===== src/rtl/way_age_tracker.sv =====
// ---------------------------------------------------------------------------
// way_age_tracker
//
// Recency bookkeeping for a single replacement set. Each way has a valid bit
// and an age counter. The ages of the valid ways always form the set
// 0..(count_valid-1): age 0 is the most recently used way and the largest age
// is the LRU victim. The way-selection max-tree downstream consumes the
// registered ages and the valid mask.
//
// Ports
//   clk_in                rising-edge clock
//   reset_n_in            asynchronous active-low reset
//   invalidate_valid_in   invalidate request      (highest priority)
//   invalidate_way_in     way to invalidate
//   invalidate_ready_out  always 1
//   fill_valid_in         fill request            (middle priority)
//   fill_way_in           way being filled
//   fill_ready_out        ~invalidate_valid_in
//   access_valid_in       hit/touch request       (lowest priority)
//   access_way_in         way being touched
//   access_ready_out      ~invalidate_valid_in & ~fill_valid_in
//   way_flatted_out       registered ages, way i at [i*W +: W]
//   condition_out         registered valid mask
//   free_valid_out        at least one way is invalid
//   free_way_out          lowest-index invalid way, 0 when none
//   all_valid_out         every way is valid
// ---------------------------------------------------------------------------
module way_age_tracker #(
  parameter int NUM_WAY                  = 8,
  parameter int SINGLE_WAY_WIDTH_IN_BITS = 4,
  parameter int WAY_PTR_WIDTH_IN_BITS    = $clog2(NUM_WAY) + 1
) (
  input  logic                                        clk_in,
  input  logic                                        reset_n_in,

  input  logic                                        invalidate_valid_in,
  input  logic [WAY_PTR_WIDTH_IN_BITS-1:0]            invalidate_way_in,
  output logic                                        invalidate_ready_out,

  input  logic                                        fill_valid_in,
  input  logic [WAY_PTR_WIDTH_IN_BITS-1:0]            fill_way_in,
  output logic                                        fill_ready_out,

  input  logic                                        access_valid_in,
  input  logic [WAY_PTR_WIDTH_IN_BITS-1:0]            access_way_in,
  output logic                                        access_ready_out,

  output logic [SINGLE_WAY_WIDTH_IN_BITS*NUM_WAY-1:0] way_flatted_out,
  output logic [NUM_WAY-1:0]                          condition_out,
  output logic                                        free_valid_out,
  output logic [WAY_PTR_WIDTH_IN_BITS-1:0]            free_way_out,
  output logic                                        all_valid_out
);

  localparam int W = SINGLE_WAY_WIDTH_IN_BITS;
  localparam int P = WAY_PTR_WIDTH_IN_BITS;

  logic [NUM_WAY-1:0]        valid_q, valid_d;
  logic [NUM_WAY-1:0][W-1:0] age_q, age_d;

  logic                      inv_fire, fill_fire, access_fire;
  logic [P-1:0]              event_way;
  logic [NUM_WAY-1:0]        event_hit;
  logic                      event_valid;
  logic [W-1:0]              event_age;

  // Saturating helpers; with a consistent age set neither limit is reached,
  // they only keep a corrupted state from wrapping around.
  function automatic logic [W-1:0] sat_inc(input logic [W-1:0] a);
    return (a == '1) ? a : a + W'(1);
  endfunction

  function automatic logic [W-1:0] sat_dec(input logic [W-1:0] a);
    return (a == '0) ? a : a - W'(1);
  endfunction

  // Fixed priority invalidate > fill > access. A lower-priority requester
  // simply sees ready low and keeps its request up.
  assign invalidate_ready_out = 1'b1;
  assign fill_ready_out       = ~invalidate_valid_in;
  assign access_ready_out     = ~invalidate_valid_in & ~fill_valid_in;

  assign inv_fire    = invalidate_valid_in;
  assign fill_fire   = fill_valid_in & ~invalidate_valid_in;
  assign access_fire = access_valid_in & ~invalidate_valid_in & ~fill_valid_in;

  assign event_way = inv_fire  ? invalidate_way_in :
                     fill_fire ? fill_way_in       : access_way_in;

  // Decode the winning event's way into a one-hot hit vector and fetch that
  // way's state. An index beyond NUM_WAY matches nothing, which is what makes
  // out-of-range requests harmless further down.
  always_comb begin
    event_hit   = '0;
    event_valid = 1'b0;
    event_age   = '0;
    for (int i = 0; i < NUM_WAY; i++) begin
      if (event_way == P'(i)) begin
        event_hit[i] = 1'b1;
        event_valid  = valid_q[i];
        event_age    = age_q[i];
      end
    end
  end

  // Next-state for the whole set. Three cases reshuffle the ages:
  //   invalidate of a valid way  - close the gap left above its age
  //   touch of a valid way       - ways younger than it age by one, it goes to 0
  //                                (a fill that hits a valid way is a touch)
  //   fill of an invalid way     - everybody valid ages by one, new way is 0
  // Anything else (invalid target, out-of-range index, idle) leaves state alone.
  always_comb begin
    valid_d = valid_q;
    age_d   = age_q;
    if (inv_fire) begin
      if (event_valid) begin
        for (int i = 0; i < NUM_WAY; i++) begin
          if (event_hit[i]) begin
            valid_d[i] = 1'b0;
            age_d[i]   = '0;
          end else if (valid_q[i] && (age_q[i] > event_age)) begin
            age_d[i] = sat_dec(age_q[i]);
          end
        end
      end
    end else if ((fill_fire || access_fire) && event_valid) begin
      for (int i = 0; i < NUM_WAY; i++) begin
        if (event_hit[i]) begin
          age_d[i] = '0;
        end else if (valid_q[i] && (age_q[i] < event_age)) begin
          age_d[i] = sat_inc(age_q[i]);
        end
      end
    end else if (fill_fire && (|event_hit)) begin
      for (int i = 0; i < NUM_WAY; i++) begin
        if (event_hit[i]) begin
          valid_d[i] = 1'b1;
          age_d[i]   = '0;
        end else if (valid_q[i]) begin
          age_d[i] = sat_inc(age_q[i]);
        end
      end
    end
  end

  // State registers. Reset empties the set: nothing valid, all ages zero.
  always_ff @(posedge clk_in or negedge reset_n_in) begin
    if (!reset_n_in) begin
      valid_q <= '0;
      age_q   <= '0;
    end else begin
      valid_q <= valid_d;
      age_q   <= age_d;
    end
  end

  // Lowest-index free way. Scanning downward lets the last hit, i.e. the
  // smallest index, win; with no free way the default 0 remains.
  always_comb begin
    free_way_out = '0;
    for (int i = NUM_WAY - 1; i >= 0; i--) begin
      if (!valid_q[i]) begin
        free_way_out = P'(i);
      end
    end
  end

  assign free_valid_out  = ~(&valid_q);
  assign all_valid_out   = &valid_q;
  assign way_flatted_out = age_q;
  assign condition_out   = valid_q;

endmodule


===== config.mk =====
export PLATFORM = sky130hd
export DESIGN_NAME = way_age_tracker
export DESIGN_NICKNAME = d
export VERILOG_FILES = /design/src/rtl/way_age_tracker.sv
export SDC_FILE = /design/constraint.sdc
export NUM_CORES = 1
export LEC_CHECK = 0
export BUFFER_PORTS_ARGS = -buffer_cell sky130_fd_sc_hd__buf_2
export CORE_MARGIN = 2
export CORE_UTILIZATION = 40
export DETAILED_ROUTE_END_ITERATION = 8
export PLACE_DENSITY = 0.7
export SLEW_MARGIN = 20
export SYNTH_ARGS = -nofsm -noshare
export SYNTH_HDL_FRONTEND = slang
export SYNTH_SLANG_ARGS = --single-unit

===== constraint.sdc =====
create_clock -name clk_in -period 3.3 [get_ports clk_in]
set_input_delay 0.66 -clock clk_in [delete_from_list [all_inputs] [get_ports clk_in]]
set_output_delay 0.66 -clock clk_in [all_outputs]
set_load 0.1 [all_outputs]

Word level (Yosys, flattened, before mapping). Cells that the tools add are included.

Bits in registers: 40. Bits of input ports: 17. Output and inout bits: 49. Logic and storage cells: 274.

Add/sub/neg operators: 16. Magnitude comparators: 16. Equal/unequal tests: 41. Muxes and demuxes: 122. Bitwise logic cells: 7. Reductions and logical operators: 56.

Operators with widths (number): 2-to-1 mux 4 bit (81); 2-to-1 mux 32 bit (4); AND reduction 6 bit (8); zero test 4 bit (9); adder 4 x 1 -> 4 bit (second input constant) (8); == test 4 bit (second input constant) (8); > comparator 4 bit (8); less-than comparator 4 bit (8); 2-to-1 mux 1 bit (32); 2-to-1 mux 8 bit (4); != test 4 x 3 -> 1 bit (second input constant) (8); AND reduction 4 bit (8); nonzero test 4 bit (8); subtractor 4 x 1 -> 4 bit (second input constant) (8); != test 3 x 1 -> 1 bit (second input constant) (8); != test 3 bit (second input constant) (8); logical AND 1 bit (18); == test 4 x 3 -> 1 bit (second input constant) (4); == test 4 x 2 -> 1 bit (second input constant) (2); AND reduction 8 bit (1); OR reduction 8 bit (1); AND 1 bit (4); == test 4 x 1 -> 1 bit (second input constant) (1); 2-to-1 mux 3 bit (1); other kinds (6) (8).

Longest topological paths before layout. Gate-level depths: netlist of the first run.

Depth after elaboration: 19. Mapped depth: 19.

Worst setup path after synthesis of the first run. No wires, ideal clock.

Path type: register to output. Start: reg valid_q[6] (netlist: condition_out[6]). End: out free_way_out[0]. Arrival: 3.830 ns. Path slack: -1.190 ns. Stages on the path, launching flop included: 7. Buffers on the path: 0. Cells stage by stage: dfrtp_1 inv_1 o21ai_0 nand2_1 nand2_1 nand2_1 a21boi_0.

Cells in the longest elaborated chain, start to end: 7.

Ends and longest elaborated chain: start, declared (RTL line 58) `logic [NUM_WAY-1:0] valid_q, valid_d;`; start signal, assigned (RTL line 152) `valid_q <= valid_d;`; 2-to-1 mux 4 bit (7 in a row) (RTL line 162) `if (!valid_q[i]) begin`; end, declared (RTL line 51) `output logic [WAY_PTR_WIDTH_IN_BITS-1:0] free_way_out,`.

Every way passes these cells.

Worst setup path after layout of the first run.
Start: in fill_valid_in. End: reg age_q, in the netlist way_flatted_out[5].

Cells in the longest elaborated chain, start to end: 16.

Ends and longest elaborated chain: start, declared (RTL line 40) `input logic fill_valid_in,`; AND 1 bit (RTL line 84) `assign fill_fire = fill_valid_in & ~invalidate_valid_in;`; 2-to-1 mux 4 bit (RTL line 88) `fill_fire ? fill_way_in : access_way_in;`; 2-to-1 mux 4 bit (RTL line 87) `assign event_way = inv_fire ? invalidate_way_in :`; zero test 4 bit (RTL line 98) `if (event_way == P'(i)) begin`; 2-to-1 mux 4 bit (8 in a row) (RTL line 98); less-than comparator 4 bit / > comparator 4 bit (equally long branches) (RTL line 130, 121); logical AND 1 bit (on tied branches) (RTL line 130, 121); != test 4 x 3 -> 1 bit (no line) / != test 3 x 1 -> 1 bit (equally long branches); AND reduction 6 bit (no line); end signal, assigned (RTL line 153) `age_q <= age_d;`; end, declared (RTL line 59) `logic [NUM_WAY-1:0][W-1:0] age_q, age_d;`.

Several ways; a longest one is shown, not always the timed one. The select of a mux whose other input is x is not followed. A chain may end at the register's enable or synchronous reset.

==> results_dict.tcl, run 1 <==
set metrics [dict create \
    area_growth_pct 53.3 \
    seq_area_frac_synth 0.233 \
    worst_pin_slew_ns 0.987 \
    crit_top_cell "buf_4" \
    antenna_found_initial 0 \
    slew_violations 0 \
    ios 66 \
    postSynthCellCount 543 \
    setup_viol 32 \
    rsz0062_at_grt "true" \
    worst_r2r_path_depth 16 \
    routed_wl_um 16300 \
    pwr-share-seq 0.219 \
    clk_pin_slew_ns 0.09 \
    status "finished with violations" \
    crit_fanout 7 \
    cts_num_sinks 40 \
    layout_min_cycle_time_ns 3.56 \
    p_sw_w 0.00207 \
    combPwrFrac 0.681 \
    synth_flop_cell "dfrtp_1" \
    worstPathRequired_ns 3.50 \
    synth_top_area_share 0.233 \
    insertedDiodeCount 0 \
    htreeDepth 2 \
    core_area_sq_um 10400 \
    max_stage_delay_ns 0.39 \
    grt-ovfl-total 0 \
    final_cell_mix "buf_4, buf_2, nand2_1" \
    synth_area_leader_cell "dfrtp_1" \
    cap_violations 0 \
    finalCritPeriodShare 1.08 \
    die_width_um 108 \
    syn_area_per_cell_sq_um 7.91 \
    p_sw_frac 0.554 \
    min_path_type "in -> async" \
    synthTopCellsByArea "dfrtp_1, ha_1, a21oi_1" \
    routabilityCongestion 0.968 \
    numPortBuffers 63 \
    whs_ns 0.507 \
    track_usage 0.266 \
    clk_latency_ns 0.31 \
    numCtsBuffers 5 \
    cts_tree "yes" \
    async_flop_share 1.00 \
    fin_ws_ns -0.257 \
    fp-row-count 37 \
    firstDrtPassIters 5 \
    nets 771 \
    synth_edf_count 0 \
    crit_family "compound AO/OA/AOI/OAI gates" \
    critPathBufInv 6 \
    crit_chain "buf_12 -> mux2_4 -> o21ai_4 -> buf_4 -> nor4_2 -> buf_4 -> buf_4 -> a221oi_4 -> buf_6 -> buf_12 -> ha_4 -> a21oi_2 -> o21ai_2 -> a41o_1 -> nand2_2 -> a21oi_4 -> and2_4 -> a32o_1" \
    synth_nets 616 \
    worstPathArrival_ns 3.76 \
    clock_skew_ns 0.0124 \
    fp.dieH_um 108 \
    first_iter_violations 354 \
    ctsLongestPathBuffers 2 \
    busiest_layer "met2" \
    met1_usage 0.350 \
    reg2reg_from "way_flatted_out[9]$_DFFE_PN0P_" \
    via_per_inst 6.14 \
    dp_hpwl_um 10900 \
    cp-end-kind "flop" \
    root_buffer "clkbuf_8" \
    fmax_mhz 281 \
    ys_seq_elements 40 \
    powerDensity_nw_per_um2 568 \
    start_kind "input pin" \
    grt_max_degree 41 \
    synth.cell_area_sq_um 4290 \
    cp_slowest_cell "a221oi_4" \
    initial_core_util 0.414 \
    n_fill_cell 857 \
    drive_above_1_share 0.464 \
    drc 0 \
    avgRoutedWirePerCell_um 19.5 \
    grt_pass1_wl_um 24600 \
    dp_slack_ns -0.759 \
    path_class "in -> reg" \
    peakVddDrop_mv 0.465 \
    grt.met2_usage 0.441 \
    synthDistinctLibCells 57 \
    vias 5125 \
    timing.rr.end "way_flatted_out[24]$_DFFE_PN0P_" \
    final_common_cell "buf_4" \
    max_slew_margin 0.342 \
    met3_usage 0.0406 \
    grt_pass1_vias 4910 \
    die_area_sq_um 11600 \
    rrSetupSlack_ns 0.29 \
    leakagePower_nw 2.85 \
    hold_violations 0 \
    power_frac_clock 0.100 \
    ant_nets 0 \
    intPower_w 0.00167 \
    ys_warn_count 0 \
    violations "setup timing" \
]
## metrics by stage
step | utilization | cells | power [W] | TNS [ns] | area [sq um]
finish | 0.635 | 835 | 0.00374 | -4.39 | 6580
global route | 0.635 | 835 | 0.00392 | -8.06 | 6580
CTS | 0.586 | 819 | 0.00341 | -2.72 | 6080
detailed placement | 0.531 | 796 | 0.00287 | -20.72 | 5510
global placement | 0.531 | 796 | 0.00281 | -18.61 | 5510
floorplan | - | 543 | 0.00229 | -12.16 | 4540
## Yosys cell counts, types with 4 or more instances
cell and n:
ha_1 56, xor2_1 6, inv_1 27, a21o_1 5, a22o_1 19, nor2b_1 6
dfrtp_1 40, a211oi_1 11, and2_1 7, nand2_1 57, nand2b_1 4, o21ai_1 27
o21ai_0 21, a21oi_1 48, nand4_1 9, a22oi_1 7, clkbuf_1 7, nor4_1 5
a31oi_1 18, nor2_1 43, mux2i_1 8, buf_2 15, nand3_1 9, nor3_1 20
o21a_1 4, a32o_1 9, o211ai_1 5
## per-layer routing
| layer | vias up | share of wire |
|---|---|---|
| met3 | 32 | 0.061 |
| met2 | 243 | 0.50 |
| li1 | 2352 | - |
| met4 | 0 | 0.021 |
| met1 | 2498 | 0.42 |
| met5 | - | 0 |
## repair_timing
| action | CTS | global route |
|---|---|---|
| setup buffers | 17 | 17 |
| resized for setup | 73 | 66 |
| pin swaps | 51 | 57 |
| hold endpoints to repair | 0 | 0 |
| hold buffers | 0 | 0 |
| setup endpoints to repair | 32 | 32 |
## final cells by class
cell class,count,area [sq um],share of cell area
flip-flops and latches,40,1000,0.152
inverters,27,105,0.0160
clock buffers,6,82.6,0.0125
repair buffers,176,1310,0.199
multi-input cells,448,3900,0.593
clock inverters,2,10.0,0.00152
well taps,136,170,0.0258
## power groups by stage
stage / clock [W] / combinational, W / sequential (W)
finish: 0.000373 / 0.00255 / 0.000818
global route: 0.000393 / 0.00269 / 0.000833
CTS: 0.000373 / 0.00225 / 0.000794
detailed placement: 0 / 0.00207 / 0.000792
global placement: 0 / 0.00203 / 0.000786
floorplan: 0 / 0.000914 / 0.00138
## cell families after synthesis
| logic type | share of synthesized area |
|---|---|
| AO/OA/AOI/OAI | 0.321 |
| XOR/XNOR | 0.0143 |
| adder cells (fa/ha/maj) | 0.163 |
| buffers and inverters | 0.0586 |
| flip-flops | 0.233 |
| multiplexers | 0.0248 |
| other | 0.00175 |
| AND/OR/NAND/NOR | 0.184 |
## flip-flops by register name, indices dropped and copies added (netlist names)
register,count
way_flatted_out,32
condition_out,8
## how the worst max path moves through the flow
stage | cells past startpoint | endpoint | slack [ns] | startpoint
2_1_floorplan | 17 | way_flatted_out[24]$_DFFE_PN0P_ | -0.45 | fill_valid_in
3_3_place_gp | 19 | way_flatted_out[3]$_DFFE_PN0P_ | -0.69 | fill_valid_in
3_5_place_dp | 18 | way_flatted_out[3]$_DFFE_PN0P_ | -0.76 | fill_valid_in
4_1_cts | 18 | way_flatted_out[3]$_DFFE_PN0P_ | -0.16 | fill_valid_in
5_1_grt | 20 | way_flatted_out[3]$_DFFE_PN0P_ | -0.38 | fill_valid_in
6_report | 18 | way_flatted_out[5]$_DFFE_PN0P_ | -0.26 | fill_valid_in
## worst register-to-register path, cell delays in order, from the launching register on
cell      delay (ns)
dfrtp_1         0.56
nand2_1         0.16
a21oi_4         0.16
a21oi_2         0.05
o22ai_2         0.14
a22oi_2         0.07
buf_6           0.16
buf_6           0.11
buf_6           0.12
ha_4            0.28
a21oi_4         0.05
o21ai_4         0.14
o2111a_1        0.24
o21ai_4         0.10
a221oi_2        0.22
o21ai_1         0.12
a22o_1          0.22
(Power assumes the default switching activity.)
==> run 2: changes to the inputs <==
--- a/config.mk
+++ b/config.mk
@@ -9,7 +9,8 @@
 export CORE_MARGIN = 2
 export CORE_UTILIZATION = 40
 export DETAILED_ROUTE_END_ITERATION = 8
-export PLACE_DENSITY = 0.7
+export PLACE_DENSITY_LB_ADDON = 0.05
+export SKIP_CTS_REPAIR_TIMING = 1
 export SLEW_MARGIN = 20
 export SYNTH_ARGS = -nofsm -noshare
 export SYNTH_HDL_FRONTEND = slang
==> constraint.sdc (replaced) <==
create_clock -name clk_in -period 4.2 [get_ports clk_in]
set_input_delay 0.84 -clock clk_in [delete_from_list [all_inputs] [get_ports clk_in]]
set_output_delay 0.84 -clock clk_in [all_outputs]
set_load 0.1 [all_outputs]
==> run 2 against run 1 <==
Net effect:
- the flow now finishes without violations
- worst hold slack better by 0.026 ns
- combinational power is 41% lower
- utilization decreased by 12 points
- sequential share of layout area grew 3.5 points
- first-iteration DRC count down 20%
- worst setup slack improved by 0.44 ns
- clock power is 21% lower
==> results_dict.tcl, run 2 (same netlist as run 1, synthesis figures left out) <==
set metrics [dict create \
    cts_num_sinks 40 \
    clk_pin_slew_ns 0.08 \
    timing.rr.end "way_flatted_out[11]$_DFFE_PN0P_" \
    fin_util 0.517 \
    n_fill_cell 1044 \
    pwr-share-seq 0.259 \
    worst_pin_slew_ns 0.704 \
    peakVddDrop_mv 0.256 \
    grt_max_degree 41 \
    die_width_um 108 \
    crit_fanout 7 \
    finalCritPeriodShare 0.957 \
    leakagePower_nw 2.50 \
    status "finished, final reports clean" \
    area_growth_pct 24.9 \
    ant_nets 0 \
    layoutNonFillerInstCount 792 \
    rrSetupSlack_ns 1.06 \
    first_iter_violations 284 \
    routabilityCongestion 0.919 \
    finalSetupTns_ns 0 \
    clk_latency_ns 0.30 \
    ios 66 \
    htreeDepth 2 \
    numPortBuffers 63 \
    fp.dieH_um 108 \
    clock_skew_ns 0.00493 \
    final_common_cell "buf_4" \
    worstPathRequired_ns 4.39 \
    powerDensity_nw_per_um2 455 \
    slew_violations 0 \
    min_path_type "in -> async" \
    fp-row-count 37 \
    fmax_mhz 249 \
    worstPathArrival_ns 4.21 \
    core_area_sq_um 10400 \
    path_class "in -> reg" \
    root_buffer "clkbuf_8" \
    final_cell_mix "buf_4, buf_2, nand2_1" \
    reg2reg_from "way_flatted_out[14]$_DFFE_PN0P_" \
    p_sw_frac 0.560 \
    grt-ovfl-total 0 \
    layout_min_cycle_time_ns 4.02 \
    combPwrFrac 0.620 \
    power_frac_clock 0.121 \
    insertedDiodeCount 0 \
    whs_ns 0.532 \
    track_usage 0.252 \
    dp.cells 780 \
    hold_violations 0 \
    antenna_found_initial 0 \
    via_per_inst 5.83 \
    start_kind "input pin" \
    cp-end-kind "flop" \
    cap_violations 0 \
    ctsLongestPathBuffers 2 \
    max_slew_margin 0.530 \
    setup_viol 0 \
    vias 4620 \
    firstDrtPassIters 5 \
    grt_pass1_wl_um 23000 \
    avgRoutedWirePerCell_um 17.8 \
    initial_core_util 0.414 \
    grt_pass1_vias 4372 \
    die_area_sq_um 11600 \
    p_sw_w 0.00137 \
    numCtsBuffers 5 \
    routed_wl_um 14100 \
    intPower_w 0.00107 \
    drive_above_1_share 0.253 \
    nets 729 \
    drc 0 \
    worst_r2r_path_depth 14 \
    dp_hpwl_um 10600 \
    largest_register_ffs 32 \
    cts_tree "yes" \
]
run 2: cell count changes in the layout (fill, tap and decap cells not counted), sizes merged:
cell and change:
clkinv -2, inv +1, buf -42, clkinvlp -1, clkbuf +1
run 2: final cells by class:
| type | instances | area (sq um) | area share |
|---|---|---|---|
| Sequential cell | 40 | 1000 | 0.187 |
| Multi-Input combinational cell | 448 | 3130 | 0.583 |
| Tap cell | 136 | 170 | 0.0317 |
| Timing Repair Buffer | 134 | 867 | 0.162 |
| Inverter | 27 | 101 | 0.0189 |
| Clock buffer | 7 | 96.3 | 0.0180 |
run 2: routing by layer:
layer / vias to the layer above / track usage / part of all wire
met5: - / 0 / 0
met4: 0 / 0.0696 / 0.019
met3: 22 / 0.0291 / 0.055
met2: 152 / 0.393 / 0.45
met1: 2180 / 0.367 / 0.48
li1: 2266 / - / -
run 2: how the worst max path moves through the flow:
stage / start / end / slack, ns
floorplan: fill_valid_in / way_flatted_out[24]$_DFFE_PN0P_ / 0.03
global route: fill_valid_in / way_flatted_out[11]$_DFFE_PN0P_ / -0.05
global placement: fill_valid_in / way_flatted_out[11]$_DFFE_PN0P_ / -0.22
CTS: fill_valid_in / way_flatted_out[11]$_DFFE_PN0P_ / 0.06
detailed placement: fill_valid_in / way_flatted_out[11]$_DFFE_PN0P_ / -0.26
finish: fill_valid_in / way_flatted_out[21]$_DFFE_PN0P_ / 0.18
run 2: per-stage QoR:
| stage | power, W | cell area [sq um] | setup slack (ns) |
|---|---|---|---|
| 2_1_floorplan | 0.00171 | 4330 | 0.0345 |
| 3_3_place_gp | 0.00211 | 5170 | -0.221 |
| 3_5_place_dp | 0.00212 | 5170 | -0.258 |
| 4_1_cts | 0.00243 | 5270 | 0.0632 |
| 5_1_grt | 0.00262 | 5360 | -0.0531 |
| 6_report | 0.00244 | 5360 | 0.180 |
run 2: power groups by stage:
stage / clock (W) / sequential (W) / combinational [W]
after floorplan: 0 / 0.00107 / 0.000632
after global placement: 0 / 0.000632 / 0.00148
after detailed placement: 0 / 0.000633 / 0.00149
after CTS: 0.000310 / 0.000625 / 0.00149
after global routing: 0.000323 / 0.000649 / 0.00165
final: 0.000296 / 0.000632 / 0.00151
run 2: critical path, cell delays in order:
cell and delay (ns):
buf_2 0.16, buf_4 0.17, mux2i_1 0.13, o21ai_2 0.23, nand2b_4 0.19, buf_4 0.14, nor2_2 0.05, a22oi_2 0.19
nand3_1 0.14, a221oi_4 0.29, buf_4 0.17, buf_4 0.10, ha_1 0.24, a21oi_1 0.14, o21ai_1 0.11, a31o_2 0.22
o211ai_1 0.20, a21oi_2 0.07, and2_1 0.18, a32o_1 0.26
